<file path="config.mk">
export PLATFORM = sky130hd
export DESIGN_NAME = eq_i2s_tx
export DESIGN_NICKNAME = d
export VERILOG_FILES = /design/src/rtl/eq_pkg.sv /design/src/rtl/eq_sample_fifo.sv /design/src/rtl/eq_i2s_tx.sv
export SDC_FILE = /design/constraint.sdc
export NUM_CORES = 1
export LEC_CHECK = 0
export ABC_AREA = 1
export CORE_UTILIZATION = 50
export CTS_BUF_LIST = sky130_fd_sc_hd__clkbuf_4
export CTS_CLUSTER_DIAMETER = 200
export DETAILED_ROUTE_END_ITERATION = 12
export PLACE_DENSITY = 0.72
export SLEW_MARGIN = 15
export SYNTH_ARGS = -nofsm -noshare
export SYNTH_HDL_FRONTEND = slang
export SYNTH_SLANG_ARGS = --single-unit
</file>
<file path="constraint.sdc">
create_clock -name clk -period 4.6 [get_ports clk]
set_input_delay 0.92 -clock clk [delete_from_list [all_inputs] [get_ports clk]]
set_output_delay 0.92 -clock clk [all_outputs]
set_load 0.02 [all_outputs]
</file>
<file path="src/rtl/eq_pkg.sv">
// Shared definitions for the equalizer datapath and its I2S output stage.
package eq_pkg;

   localparam int unsigned SAMPLE_W  = 16;
   localparam int unsigned NUM_BANDS = 8;

   typedef logic signed [SAMPLE_W-1:0] sample_t;
   typedef logic signed [7:0]          gain_t;

endpackage

</file>
<file path="src/rtl/eq_sample_fifo.sv">
// Synchronous first-word fall-through sample FIFO with registered occupancy.
// Read data is valid in the same cycle a pop is requested.
module eq_sample_fifo #(
   parameter int unsigned WIDTH = 16,
   parameter int unsigned DEPTH = 4
) (
   input  logic                           clk,
   input  logic                           rst_n,
   input  logic                           push,
   input  logic [WIDTH-1:0]               wdata,
   input  logic                           pop,
   output logic [WIDTH-1:0]               rdata,
   output logic                           full,
   output logic                           empty,
   output logic [$clog2(DEPTH+1)-1:0]     level
);

   localparam int unsigned AW = $clog2(DEPTH);
   localparam int unsigned LW = $clog2(DEPTH + 1);

   logic [WIDTH-1:0] mem_q [DEPTH];
   logic [AW-1:0]    wr_ptr_q, rd_ptr_q;
   logic [LW-1:0]    level_q;
   logic             do_push, do_pop;

   assign full    = (level_q == LW'(DEPTH));
   assign empty   = (level_q == '0);
   assign do_push = push && !full;
   assign do_pop  = pop && !empty;
   assign rdata   = mem_q[rd_ptr_q];
   assign level   = level_q;

   // Storage and pointers; pointers wrap naturally since DEPTH is a power of 2.
   always_ff @(posedge clk or negedge rst_n) begin
      if (!rst_n) begin
         for (int i = 0; i < int'(DEPTH); i++) mem_q[i] <= '0;
         wr_ptr_q <= '0;
         rd_ptr_q <= '0;
      end else begin
         if (do_push) begin
            mem_q[wr_ptr_q] <= wdata;
            wr_ptr_q        <= wr_ptr_q + AW'(1);
         end
         if (do_pop) rd_ptr_q <= rd_ptr_q + AW'(1);
      end
   end

   // Occupancy: simultaneous push and pop leave the level unchanged.
   always_ff @(posedge clk or negedge rst_n) begin
      if (!rst_n) begin
         level_q <= '0;
      end else begin
         unique case ({do_push, do_pop})
            2'b10:   level_q <= level_q + LW'(1);
            2'b01:   level_q <= level_q - LW'(1);
            default: level_q <= level_q;
         endcase
      end
   end

endmodule

</file>
<file path="src/rtl/eq_i2s_tx.sv">
// I2S transmitter for the equalizer output: buffers samples in a small FIFO and
// sends each one on both left and right slots, MSB first, one bclk after lrclk.
// Define EQ_I2S_TX_HOLD_EN to repeat the last sample on underrun instead of muting.
module eq_i2s_tx
   import eq_pkg::*;
#(
   parameter int unsigned DATA_W     = SAMPLE_W,
   parameter int unsigned CLK_DIV    = 4,
   parameter int unsigned FIFO_DEPTH = 4
) (
   input  logic                              clk,
   input  logic                              rst_n,
   input  logic [DATA_W-1:0]                 y_in,
   input  logic                              y_valid,
   output logic                              y_ready,
   output logic                              bclk,
   output logic                              lrclk,
   output logic                              sdata,
   output logic                              underrun,
   output logic [$clog2(FIFO_DEPTH+1)-1:0]   fifo_level
);

   localparam int unsigned BW = $clog2(2 * DATA_W);
   localparam int unsigned DW = (CLK_DIV > 1) ? $clog2(CLK_DIV) : 1;
   localparam int unsigned IW = $clog2(DATA_W);

   logic [DW-1:0]     div_q;
   logic              bclk_q, lrclk_q, sdata_q, underrun_q;
   logic [BW-1:0]     bit_q, bit_d;
   logic [DATA_W-1:0] word_q, word_d, hold_word, fifo_rdata;
   logic              fifo_full, fifo_empty;
   logic              div_wrap, tick, frame_start, push, pop, sdata_d;
   logic [IW-1:0]     idx;

   assign div_wrap    = (div_q == DW'(CLK_DIV - 1));
   assign tick        = div_wrap && bclk_q;  // bclk about to fall
   assign bit_d       = (bit_q == BW'(2 * DATA_W - 1)) ? '0 : bit_q + BW'(1);
   assign frame_start = tick && (bit_d == '0);
   assign push        = y_valid && !fifo_full;
   assign pop         = frame_start && !fifo_empty;

   assign y_ready  = !fifo_full;
   assign bclk     = bclk_q;
   assign lrclk    = lrclk_q;
   assign sdata    = sdata_q;
   assign underrun = underrun_q;

   eq_sample_fifo #(
      .WIDTH (DATA_W),
      .DEPTH (FIFO_DEPTH)
   ) u_fifo (
      .clk   (clk),
      .rst_n (rst_n),
      .push  (push),
      .wdata (y_in),
      .pop   (pop),
      .rdata (fifo_rdata),
      .full  (fifo_full),
      .empty (fifo_empty),
      .level (fifo_level)
   );

`ifdef EQ_I2S_TX_HOLD_EN
   logic [DATA_W-1:0] last_q;

   // Remember the most recent real sample so an underrun can repeat it.
   always_ff @(posedge clk or negedge rst_n) begin
      if (!rst_n)   last_q <= '0;
      else if (pop) last_q <= fifo_rdata;
   end

   assign hold_word = last_q;
`else
   assign hold_word = '0;
`endif

   assign word_d = pop ? fifo_rdata : hold_word;

   // Select the bit for the new slot position; b=0 still sends the old right LSB.
   always_comb begin
      idx = '0;
      if (bit_d == '0)                 idx = '0;
      else if (bit_d <= BW'(DATA_W))   idx = IW'(DATA_W - 32'(bit_d));
      else                             idx = IW'(2 * DATA_W - 32'(bit_d));
      sdata_d = word_q[idx];
   end

   // Bit clock divider: bclk toggles every CLK_DIV clk cycles.
   always_ff @(posedge clk or negedge rst_n) begin
      if (!rst_n) begin
         div_q  <= '0;
         bclk_q <= 1'b0;
      end else if (div_wrap) begin
         div_q  <= '0;
         bclk_q <= ~bclk_q;
      end else begin
         div_q  <= div_q + DW'(1);
      end
   end

   // Slot position, word select, serial data and word load, all on bclk falling ticks.
   always_ff @(posedge clk or negedge rst_n) begin
      if (!rst_n) begin
         bit_q   <= BW'(2 * DATA_W - 1);
         lrclk_q <= 1'b1;
         sdata_q <= 1'b0;
         word_q  <= '0;
      end else if (tick) begin
         bit_q   <= bit_d;
         lrclk_q <= (bit_d >= BW'(DATA_W));
         sdata_q <= sdata_d;
         if (frame_start) word_q <= word_d;
      end
   end

   // One-clk underrun flag when a frame starts with nothing buffered.
   always_ff @(posedge clk or negedge rst_n) begin
      if (!rst_n) underrun_q <= 1'b0;
      else        underrun_q <= frame_start && fifo_empty;
   end

endmodule
</file>
==> run metrics, run 1 <==
Final GP Congestion approximately 0.94; layout cells sized above 1 between 10% and 20%; Syn Nets approximately 560; PwrDens between 200 and 300 nW/um2; grt ovf 0; vias in the first global route ~3300; worst skew pair latency around 440 ps; Post-CTS Hold Fix Bufs 0; Slew Viols, Final 0; Die Y roughly 98 um; clk buf depth 2; drt total wl about 9 mm; slowest CP cell dfstp_2; Synth Warn # 0; Buf+Inv Stages, Crit Path 6; hold path startpoint div_q[0]; Worst Hold Depth 1; # setup viols final 0; Placed Cells between 600 and 700; fin crit share 89.0%; post_cts resized 0; static leakage about 2.4 nW; row cnt 34; die area around 9600 um2; cells on worst reg2reg path 21; R2R Path Start bit_q[0]; Nets 572; CP max FO 17; Worst Path Arrival between 4000 and 5000 ps; WP data required 4920 ps; # clock sinks 97; IO buf count 26; CP Launch Type flip-flop; first-pass GRT wire length roughly 16 mm; largest net degree at the start of global routing 67; Initial Util between 50% and 60%; remaining antenna violation count 0; Area after DPL 4910 um2; Netlist Area Pre-Place roughly 4600 um2; Hold Vio Cnt, Final 0; hpwl dp approximately 5.9 mm; outcome complete, no violations; reg2reg end u_fifo.level[2]; WS Path Type flip-flop to flip-flop; Worst Hold Class flip-flop to flip-flop; wire length per cell 13.6 um; Max Fclk about 240 MHz; Cell variety after synth 33; commonest non-fill, non-tap cell in the layout nand2_1; register area between 2000 and 2500 um2; io pins 27; cells after synthesis approximately 530; nature of the critical path endpoint flip-flop; Post-Syn Area per Cell between 8 and 9 um2; First-pass DRT Iterations 6; CTS tree done; Multi-input gate area about 1800 um2; CP Cell Sequence ha_1 -> nand2_2 -> nor2_1 -> ha_1 -> nor2_4 -> inv_2 -> ha_1 -> inv_1 -> nor2_4 -> nand3_2 -> inv_2 -> nand2_4 -> inv_4 -> nand2_4 -> inv_6 -> ha_1 -> inv_1 -> fa_1 -> a21oi_1 -> o21ai_0 -> xor2_1; largest delay contributor family on the critical path adder cells; register bit total from synthesis between 90 and 100; sequential element share of the synthesized area ~53%; unrepaired setup endpoints after global routing no; final hold slack 446 ps; area grow syn2layout 9.75%; via/cell ratio around 5.3; Core Util, Final between 50 and 60%; Final TNS setup 0 ps; initial drt markers a little under 200; diodes inserted 0; non-filler cells, final between 600 and 700; MaxCap Viol Count 0; H-tree Lvls 3; worst slew pin tran 1100 ps; Max rail drop VDD 0.147 mV; total number of vias around 3500; antenna violations before repair 0; Crit path top cell by count ha_1; TritonCTS Buffers 9; Worst Clk Skew around 17 ps; core box area between 8000 and 9000 um2; Die W 98.1 um; FF-to-FF setup slack 510 ps; Clk pin slew, worst setup/hold paths 150 ps; fillers 800; Post CTS Setup Buffer Count 0; worst stage delay on the critical path between 600 and 700 ps; Slew HR 26.8%; aggregate global-route resource usage 21.0%; post-layout instance area between 5000 and 6000 um2; Root Buffer clkbuf_4; leading cell types in the layout, fill and taps excluded nand2_1 (127), o21ai_0 (92), dfrtp_1 (92); DRC viols 0; Hold Crit Endpoint div_q[0]; Tmin final roughly 4100 ps
area by class of cell:
class                      count  area share [%]
multi-input combinational    339            35.5
clock inverter                 5            1.58
timing repair buffer          28            5.38
clock buffer                  11            1.63
tap                          108            2.66
inverter                      68            5.23
sequential                    97            48.0
routing by layer:
layer  up-vias  wire, um  global-route usage, %
li1       1739         -                      -
met1      1639      4320                   29.3
met2        72      4160                   33.3
met3        16       289                   2.79
met4         0       173                   8.50
met5         -         0                      0
per-stage QoR:
stage               worst slack (ps)  total power, mW
floorplan                       1300            0.874
global placement                 823            0.908
detailed placement               547            0.909
CTS                              524             1.41
global route                     123             1.46
finish                           505             1.40
worst register-to-register path, cell delays in order, from the launching register on:
cell     delay (ps)
dfstp_2         620
ha_1            220
nand2_2          80
nor2_1          170
ha_1            310
nor2_4          120
inv_2           140
ha_1            180
inv_1            80
nor2_4          100
nand3_2         260
inv_2           150
nand2_4          90
inv_4           180
nand2_4         100
inv_6           160
ha_1            170
inv_1            60
fa_1            380
a21oi_1         150
o21ai_0         110
xor2_1          150
cells by family (layout without fill, tap and decap cells):
kind of cell	count (synthesis)	after routing	share of synthesized area, %
flops	97	97	52.7
compound gates	127	127	15.1
buf+inv	93	112	8.34
simple gates	197	197	20.1
xor+xnor	5	5	0.948
fa+ha+maj	10	10	2.87
worst max path at each step:
stage / startpoint / endpoint / slack, ps / cells after the start
after detailed placement: bit_q[0] / u_fifo.level[2] / 550 / 21
after floorplan: bit_q[0] / u_fifo.level[2] / 1300 / 22
after global placement: bit_q[0] / u_fifo.level[2] / 820 / 21
final: bit_q[0] / u_fifo.level[2] / 510 / 21
after global routing: bit_q[0] / u_fifo.level[2] / 120 / 21
after CTS: bit_q[0] / u_fifo.level[2] / 520 / 21
cells in the mapped netlist:
master	n	area share, %
buf_2	2	0.22
nor2_2	1	0.14
nand2_4	4	0.97
xor2_1	4	0.76
o21ai_1	1	0.11
inv_2	5	0.41
a21oi_1	19	2.1
nor2_4	2	0.49
a32o_1	4	0.87
o21ai_0	92	10
clkinv_1	1	0.081
inv_6	1	0.19
nand2_1	127	10
dfstp_2	5	2.8
dfrtp_1	92	50
a21boi_0	1	0.16
ha_1	9	2.4
clkbuf_1	20	1.6
nand3_1	37	4.0
nand2_2	2	0.27
xnor2_1	1	0.19
or2_2	2	0.27
nand3_2	13	2.8
buf_12	1	0.43
buf_1	1	0.081
nand4_1	2	0.27
nor2_1	7	0.57
o2111ai_1	2	0.38
fa_1	1	0.43
inv_1	59	4.8
inv_4	2	0.27
o21ai_2	8	1.5
buf_6	1	0.24
flip-flops by register name, indices dropped and copies added (netlist names):
| signal | count |
|---|---|
| bclk | 1 |
| bit_q | 4 |
| div_q | 2 |
| lrclk | 1 |
| sdata | 1 |
| u_fifo.level | 3 |
| u_fifo.mem_q | 64 |
| u_fifo.rd_ptr_q | 2 |
| u_fifo.wr_ptr_q | 2 |
| underrun | 1 |
| word_q | 16 |
where the power goes:
| group | switching [mW] | internal, mW |
|---|---|---|
| clock network | 0.278 | 0.232 |
| registers | 0 | 0.853 |
| logic | 0.0238 | 0.0145 |
Power figures use the tool's default switching activity.
==> run 2: changes to the inputs <==
--- a/config.mk
+++ b/config.mk
@@ -6,11 +6,12 @@
 export NUM_CORES = 1
 export LEC_CHECK = 0
 export ABC_AREA = 1
-export CORE_UTILIZATION = 50
+export CORE_UTILIZATION = 60
 export CTS_BUF_LIST = sky130_fd_sc_hd__clkbuf_4
 export CTS_CLUSTER_DIAMETER = 200
 export DETAILED_ROUTE_END_ITERATION = 12
-export PLACE_DENSITY = 0.72
+export GPL_TIMING_DRIVEN = 0
+export PLACE_DENSITY = 0.83
 export SLEW_MARGIN = 15
 export SYNTH_ARGS = -nofsm -noshare
 export SYNTH_HDL_FRONTEND = slang
==> run metrics, run 2 (synthesized netlist as in run 1, its figures left out) <==
outcome complete, no violations; post_cts resized 0; clk buf depth 2; MaxCap Viol Count 0; commonest non-fill, non-tap cell in the layout nand2_1; largest net degree at the start of global routing just over 60; fillers 580; io pins 27; Slew HR a little over 60%; Root Buffer clkbuf_4; Multi-input gate area about 1800 um2; first-pass GRT wire length roughly 17 mm; Slew Viols, Final 0; total number of vias about 3700; Initial Util between 60% and 70%; Placed Cells roughly 660; max FFs per register 64; drt total wl approximately 10 mm; WS Path Type flip-flop to flip-flop; Die Y roughly 90 um; CP Cell Sequence ha_1 -> nand2_2 -> nor2_1 -> ha_1 -> nor2_4 -> inv_2 -> ha_1 -> inv_1 -> nor2_4 -> nand3_2 -> inv_2 -> nand2_4 -> inv_4 -> nand2_4 -> inv_6 -> buf_12 -> ha_1 -> inv_1 -> fa_1 -> a21oi_1 -> o21ai_0 -> xor2_1; Max rail drop VDD 0.200 mV; # setup viols final 0; WP data required approximately 5000 ps; Worst Clk Skew around 16 ps; nature of the critical path endpoint flip-flop; unrepaired setup endpoints after global routing no; core box area ~7300 um2; non-filler cells, final 671; slowest CP cell dfstp_2; DRC viols 0; aggregate global-route resource usage approximately 27%; leading cell types in the layout, fill and taps excluded nand2_1 (127), o21ai_0 (92), dfrtp_1 (92); CP Launch Type flip-flop; largest reg by FF count u_fifo.mem_q; Hold Vio Cnt, Final 0; Nets between 500 and 600; Post-CTS Hold Fix Bufs 0; TritonCTS Buffers 9; Clk pin slew, worst setup/hold paths 150 ps; area grow syn2layout 11.2%; Die W 89.8 um; Buf+Inv Stages, Crit Path 7; worst slew pin tran 569 ps; Worst Path Arrival approximately 4000 ps; IO buf count 26; grt ovf 0; layout cells sized above 1 11.2%; initial drt markers a little under 300; # clock sinks 97; row cnt 31; Max Fclk 273 MHz; Final GP Congestion around 0.87; Final TNS setup 0 ps; register area 2430 um2; Worst Hold Class primary input to asynchronous set/reset pin; antenna violations before repair 0; vias in the first global route 3475; static leakage roughly 2.4 nW; via/cell ratio 5.57; First-pass DRT Iterations 5; remaining antenna violation count 0; worst stage delay on the critical path 620 ps; diodes inserted 0; largest delay contributor family on the critical path adder cells; Post CTS Setup Buffer Count 0; Core Util, Final 70.1%; Largest regs u_fifo.mem_q (64), word_q (16), bit_q (4); Tmin final between 3000 and 4000 ps; hpwl dp between 7 and 8 mm; wire length per cell approximately 15 um; worst skew pair latency around 440 ps; Crit path top cell by count ha_1; PwrDens 250 nW/um2; CP max FO 10; die area 8060 um2; H-tree Lvls 3; CTS tree done; fin crit share roughly four fifths
==> run 2: cell types whose count changed in the layout (fill, tap and decap cells not counted), moves of 2 or more <==
cell       before  now
buf_4           3    1
clkinv_1        1    4
bufinv_16       2    0
buf_2           0    2
clkbuf_1        0   20
==> run 2: area by class of cell <==
| class | instances | share of cell area (%) |
|---|---|---|
| buffer | 25 | 2.34 |
| clock buffer | 11 | 1.61 |
| clock inverter | 5 | 0.463 |
| inverter | 68 | 5.16 |
| multi-input combinational | 339 | 35.1 |
| sequential | 97 | 47.4 |
| tap | 99 | 2.41 |
| timing repair buffer | 27 | 5.55 |
==> run 2: worst register-to-register path: cells and delay by family (launching register included) <==
| family | cells | cell delay (ps) |
|---|---|---|
| flip-flops | 1 | 620 |
| adder cells (fa/ha/maj) | 5 | 1200 |
| XOR/XNOR | 1 | 150 |
| buffers and inverters | 7 | 700 |
| AND/OR/NAND/NOR | 7 | 640 |
| AO/OA/AOI/OAI | 2 | 260 |
==> run 2: power breakdown <==
| group | switching (mW) | internal (mW) |
|---|---|---|
| Combinational | 0.0245 | 0.0164 |
| Clock | 0.273 | 0.118 |
| Sequential | 0 | 0.853 |
==> run 2: metal layers <==
metal  track usage [%]  wire (um)  vias up
met5                 0          0        -
met4              10.5        176        0
met3              3.72        650       16
met2              43.1       4810      121
met1              38.8       4540     1808
li1                  -          -     1791
==> run 2: final timing paths <==
path | end | slack, ps | startpoint | cells past startpoint
min in group clk | div_q[0] | 440 | div_q[0] | 1
worst max-delay path | u_fifo.level[2] | 930 | bit_q[0] | 22
worst min-delay path | u_fifo.level[1] | 410 | rst_n | 1
worst max register to register | u_fifo.level[2] | 930 | bit_q[0] | 22
max in group asynchronous | u_fifo.mem_q[45] | 3530 | rst_n | 2
worst min register to register | div_q[0] | 440 | div_q[0] | 1
==> run 2: through the flow <==
stage	setup slack (ps)	power (mW)	area, um2	hold WS, ps
4_1_cts	916	1.29	5140	418
6_report	930	1.29	5140	410
3_5_place_dp	921	0.911	5030	425
3_3_place_gp	-834	0.908	5000	414
2_1_floorplan	1300	0.874	4620	403
5_1_grt	605	1.33	5140	425
